$ cat config.mk
export PLATFORM = sky130hd
export DESIGN_NAME = wps_pingpong_buf
export DESIGN_NICKNAME = d
export VERILOG_FILES = /design/src/rtl/wps_pingpong_buf.sv
export SDC_FILE = /design/constraint.sdc
export NUM_CORES = 2
export LEC_CHECK = 0
export ABC_AREA = 1
export ABC_CLOCK_PERIOD_IN_PS = 4800
export CAP_MARGIN = 20
export CORE_AREA = 4 4 601 603
export DETAILED_ROUTE_END_ITERATION = 16
export DIE_AREA = 0 0 605 607
export PLACE_DENSITY = 0.69
export SLEW_MARGIN = 20
export SYNTH_ARGS = -nofsm -noshare
export SYNTH_HDL_FRONTEND = slang
export SYNTH_SLANG_ARGS = --single-unit
$ cat constraint.sdc
create_clock -name clk -period 4.8 [get_ports clk]
set_clock_uncertainty 0.2 [all_clocks]
set_input_delay 0.96 -clock clk [delete_from_list [all_inputs] [get_ports clk]]
set_output_delay 0.96 -clock clk [all_outputs]
set_load 0.005 [all_outputs]
$ cat src/rtl/wps_pingpong_buf.sv
// Two-bank ping-pong line buffer feeding the WPS frame sender: one bank fills while the other drains.
// Optional build macro WPS_PP_UNDERRUN_CNT_EN adds a saturating 16-bit underrun counter port.
module wps_pingpong_buf #(
    parameter int DATA_W     = 24,
    parameter int BANK_DEPTH = 80,
    parameter int ADDR_W     = 7
) (
    input  logic              clk,
    input  logic              rst_n,
    input  logic              flush,
    input  logic              wr_valid,
    input  logic [DATA_W-1:0] wr_data,
    output logic              wr_ready,
    input  logic              rd_en,
    output logic [DATA_W-1:0] rd_data,
    output logic              rd_valid,
    output logic              ready,
    output logic [1:0]        full_banks,
    output logic              underrun
`ifdef WPS_PP_UNDERRUN_CNT_EN
    ,
    output logic [15:0]       underrun_cnt
`endif
);

    localparam int MEM_DEPTH = 2 * BANK_DEPTH;
    localparam int MEM_AW    = ADDR_W + 1;
    localparam logic [ADDR_W-1:0] LAST_ADDR = ADDR_W'(BANK_DEPTH - 1);
    localparam logic [MEM_AW-1:0] BANK1_BASE = MEM_AW'(BANK_DEPTH);

    logic [DATA_W-1:0] mem [MEM_DEPTH];

    logic              wr_bank;
    logic              rd_bank;
    logic [ADDR_W-1:0] wr_addr;
    logic [ADDR_W-1:0] rd_addr;
    logic [1:0]        bank_full;
    logic [1:0]        bank_full_nxt;
    logic [MEM_AW-1:0] wr_idx;
    logic [MEM_AW-1:0] rd_idx;
    logic              wr_fire;
    logic              rd_fire;
    logic              wr_last;
    logic              rd_last;

    assign wr_ready   = ~bank_full[wr_bank];
    assign ready      = bank_full[rd_bank];
    assign full_banks = {1'b0, bank_full[0]} + {1'b0, bank_full[1]};

    assign wr_fire = wr_valid & wr_ready;
    assign rd_fire = rd_en & ready;
    assign wr_last = (wr_addr == LAST_ADDR);
    assign rd_last = (rd_addr == LAST_ADDR);

    // Banks are packed back to back so the RAM stays exactly 2*BANK_DEPTH deep.
    assign wr_idx = wr_bank ? (BANK1_BASE + MEM_AW'(wr_addr)) : MEM_AW'(wr_addr);
    assign rd_idx = rd_bank ? (BANK1_BASE + MEM_AW'(rd_addr)) : MEM_AW'(rd_addr);

    // Fill and drain always touch different banks, so both bits can change in one cycle.
    always_comb begin
        bank_full_nxt = bank_full;
        if (wr_fire && wr_last) begin
            bank_full_nxt[wr_bank] = 1'b1;
        end
        if (rd_fire && rd_last) begin
            bank_full_nxt[rd_bank] = 1'b0;
        end
    end

    always_ff @(posedge clk) begin
        if (rst_n && !flush && wr_fire) begin
            mem[wr_idx] <= wr_data;
        end
    end

    always_ff @(posedge clk) begin
        if (!rst_n || flush) begin
            wr_bank   <= 1'b0;
            rd_bank   <= 1'b0;
            wr_addr   <= '0;
            rd_addr   <= '0;
            bank_full <= 2'b00;
            rd_data   <= '0;
            rd_valid  <= 1'b0;
            underrun  <= 1'b0;
        end else begin
            bank_full <= bank_full_nxt;
            if (wr_fire) begin
                if (wr_last) begin
                    wr_addr <= '0;
                    wr_bank <= ~wr_bank;
                end else begin
                    wr_addr <= wr_addr + 1'b1;
                end
            end
            rd_valid <= rd_fire;
            if (rd_fire) begin
                rd_data <= mem[rd_idx];
                if (rd_last) begin
                    rd_addr <= '0;
                    rd_bank <= ~rd_bank;
                end else begin
                    rd_addr <= rd_addr + 1'b1;
                end
            end else if (rd_en) begin
                underrun <= 1'b1;
            end
        end
    end

`ifdef WPS_PP_UNDERRUN_CNT_EN
    always_ff @(posedge clk) begin
        if (!rst_n || flush) begin
            underrun_cnt <= '0;
        end else if (rd_en && !ready && (underrun_cnt != 16'hFFFF)) begin
            underrun_cnt <= underrun_cnt + 16'd1;
        end
    end
`endif

endmodule
==> metrics.log <==
INFO  metric run_status = complete, no violations
INFO  metric grt_max_degree = between 150 and 200
INFO  metric routed_wire_length_per_instance = 24.2 microns
INFO  metric std_cell_rows = between 200 and 250
INFO  metric post_cts_gate_resize_count = 0
INFO  metric timing.critical_path.mode_cell = nand3_1
INFO  metric relative_slew_slack = between 20% and 30%
INFO  metric critical_path.n_buffers_inverters = 3
INFO  metric power = between 60000 and 70000 uW
INFO  metric layout-drive-gt1-share = under 10%
INFO  metric initial_core_util = between 40 and 50%
INFO  metric layout.cells.most_common_list = 3840 x edfxtp_1, 3041 x nand2_1, 2228 x nor2_1
INFO  metric syn-num-nets = 13891
INFO  metric firstDrtPassIters = 9
INFO  metric cap_viol_max_count = 0
INFO  metric maxClockFrequency = approximately 240 MHz
INFO  metric power_leakage = approximately 0.064 uW
INFO  metric hold-path-cell-count = 2
INFO  metric fin_worst_hold_slack = approximately 320 ps
INFO  metric reg2reg_depth = 11
INFO  metric grt_pass1_vias = between 90000 and 100k
INFO  metric critical_path.top_delay_family = simple AND/OR/NAND/NOR gates
INFO  metric synth_seq_cells = 3884
INFO  metric ir_worst_vdd = around 0.00031 V
INFO  metric die-height = approximately 610 microns
INFO  metric antenna_found_initial = 16
INFO  metric synth.avg_cell_area = 11.5 sq um
INFO  metric period_utilization_post_route = between 80 and 90%
INFO  metric cts_post_setup_buffers_inserted = 0
INFO  metric rr_startpoint = rd_addr[0]
INFO  metric routabilityCongestion = between 0.9 and 1
INFO  metric cts-buffers-inserted = 375
INFO  metric worstMarginPinSlew = 1130 ps
INFO  metric cts-htree-levels = 5
INFO  metric slowest_stage_cell_cp = dfxtp_4
INFO  metric rr_endpoint = rd_data[17]
INFO  metric layout.cells.most_common = edfxtp_1
INFO  metric cts_hold_buffers = 0
INFO  metric drt_iter0_drc = approximately 15000
INFO  metric timing.final.max_slew_violations = 0
INFO  metric path_cells = inv_16 -> buf_12 -> buf_4 -> o21ai_0 -> nand3_1 -> nand3_1 -> nand2_1 -> nand3_1 -> nand3_1 -> nand3_1 -> a21oi_2
INFO  metric holdPathEnd = wr_addr[1]
INFO  metric dp_hpwl = approximately 260 mm
INFO  metric power_density = ~380 mW/mm^2
INFO  metric synthCells = about 14000
INFO  metric route.detailed.vias_per_inst = around 5.6
INFO  metric count_of_unresolved_drc_violations_after_routing = 0
INFO  metric worst_skew_pair.late_latency = 930 ps
INFO  metric rsz_0062_raised_after_global_routing = false
INFO  metric coreArea = between 0.3 and 0.4 sq mm
INFO  metric clk_pin_slew_worst_paths = roughly 60 ps
INFO  metric drtAntennaViolNets = 0
INFO  metric synth_sequential_area_ratio = 72.9%
INFO  metric crit_fanout = 120
INFO  metric syn_area = 0.159 sq mm
INFO  metric hold_viol = 0
INFO  metric port_buffers = a little under 60
INFO  metric finalNetCount = 13908
INFO  metric route.vias.total = between 100k and 150k
INFO  metric ctsRootBufferMaster = clkbuf_16
INFO  metric setup.worst_path.end_class = flop
INFO  metric type_of_the_most_critical_hold_path = flop to flop
INFO  metric start_kind = flop
INFO  metric die_x = roughly 610 microns
INFO  metric worst_ep_arrival_time = roughly 4800 ps
INFO  metric synthFlopType = edfxtp_1
INFO  metric placed_area = ~0.17 sq mm
INFO  metric groute.usage.overall = roughly a quarter
INFO  metric area_growth = 11.8%
INFO  metric hold_path.startpoint = wr_addr[1]
INFO  metric max_stage_delay = 850 ps
INFO  metric synth_cell_types = 37
INFO  metric multi_input_area = approximately 0.037 sq mm
INFO  metric fin_tns_setup = 0 ps
INFO  metric timing.critical_path.required = 5410 ps
INFO  metric tritoncts = built
INFO  metric seqCellArea = approximately 0.12 sq mm
INFO  metric first_pass_grt_wire_length = about 660 mm
INFO  metric worst-r2r-setup-slack = between 600 and 700 ps
INFO  metric synth-warning-count = 0
INFO  metric clk_path_buf_depth = 4
INFO  metric setup-violations-final = 0
INFO  metric synth_async_sr_flop_share = 0%
INFO  metric final_design_area_no_fill = about 0.18 sq mm
INFO  metric nFillCells = between 20000 and 30000
INFO  metric drt_wl_total = 457 mm
INFO  metric finish.utilization = between 50 and 60%
INFO  metric post_layout_min_period = between 4000 and 5000 ps
INFO  metric grt_overflow = 0
INFO  metric clock_sink_count = between 3000 and 4000
INFO  metric die_area = 0.367 sq mm
INFO  metric design.portCount = between 50 and 60
INFO  metric synth_edf_count = 3840
INFO  metric kind_of_critical_path = flop to flop
worst min-delay path, stage by stage (launching register included):
cell     delay (ps)
dfxtp_1         340
nand2_1          80
a21oi_1          60
routing by layer:
metal	track usage [%]	up-vias	share of wire (%)
li1	-	47642	-
met1	32.4	51257	38
met2	37.1	5773	45
met3	5.13	969	11
met4	12.8	2	6.1
met5	0	-	0.0035
report_power, final:
part	internal [uW]	leakage (uW)	switching [uW]
logic	96.3	0.0231	801
registers	37200	0.0349	3.40
clock network	16800	0.00587	12600
kinds of logic after synthesis:
kind of cell	share of synthesized area (%)
and+or+nand+nor	17.0
DFF	72.9
AOI/OAI and AO/OA	5.70
buffers and inverters	4.36
adders and majority gates	0.0785
xor gates and xnor gates	0.0110
cell usage after synthesis (2+ instances only):
cell type,number,area share [%]
xnor2_1,2,0.011
a21oi_1,277,0.87
and3_1,12,0.047
o221ai_1,3,0.016
nand4_1,3,0.012
o21ai_0,1121,3.5
buf_4,79,0.37
clkbuf_1,324,0.76
a31oi_1,2,0.0078
buf_1,120,0.28
a21oi_2,2,0.011
o22ai_1,65,0.25
o211ai_1,151,0.71
buf_6,102,0.72
nor2_1,2389,5.6
ha_1,10,0.078
edfxtp_1,3840,72
nand2_1,3047,7.2
dfxtp_1,44,0.55
a211oi_1,2,0.0094
inv_1,643,1.5
o21ai_1,95,0.30
buf_12,2,0.025
nand2_2,12,0.047
nor3_1,6,0.019
inv_2,8,0.019
or2_2,67,0.26
buf_2,206,0.65
nand3_1,1210,3.8
per-stage QoR:
| stage | cells | setup WS (ps) |
|---|---|---|
| 2_1_floorplan | 13852 | 1320 |
| 3_3_place_gp | 18243 | 748 |
| 3_5_place_dp | 18243 | 758 |
| 4_1_cts | 18913 | 899 |
| 5_1_grt | 18915 | 643 |
| 6_report | 18920 | 629 |
area by class of cell:
class / count / share of cell area (%)
Inverter: 654 / 1.41
Multi-Input combinational cell: 8480 / 20.6
Clock inverter: 212 / 1.20
Antenna cell: 7 / 0.00982
Tap cell: 4751 / 3.33
Timing Repair Buffer: 474 / 2.72
Sequential cell: 3884 / 65.2
Clock buffer: 458 / 5.55
worst max path at each step:
stage	from	to	slack, ps	depth (start not counted)
2_1_floorplan	rst_n	mem[0][0]	1320	6
3_3_place_gp	rst_n	mem[112][22]	750	9
3_5_place_dp	rst_n	mem[70][1]	760	9
4_1_cts	rd_bank	ready	900	3
5_1_grt	rd_addr[0]	rd_data[19]	640	13
6_report	rd_addr[0]	rd_data[17]	630	11
state kept, by name, indices dropped and copies added (netlist names):
signal / cells
bank_full: 2
mem: 3840
rd_addr: 7
rd_bank: 1
rd_data: 24
rd_valid: 1
underrun: 1
wr_addr: 7
wr_bank: 1
Note: power is estimated with default switching activity, not from simulation.
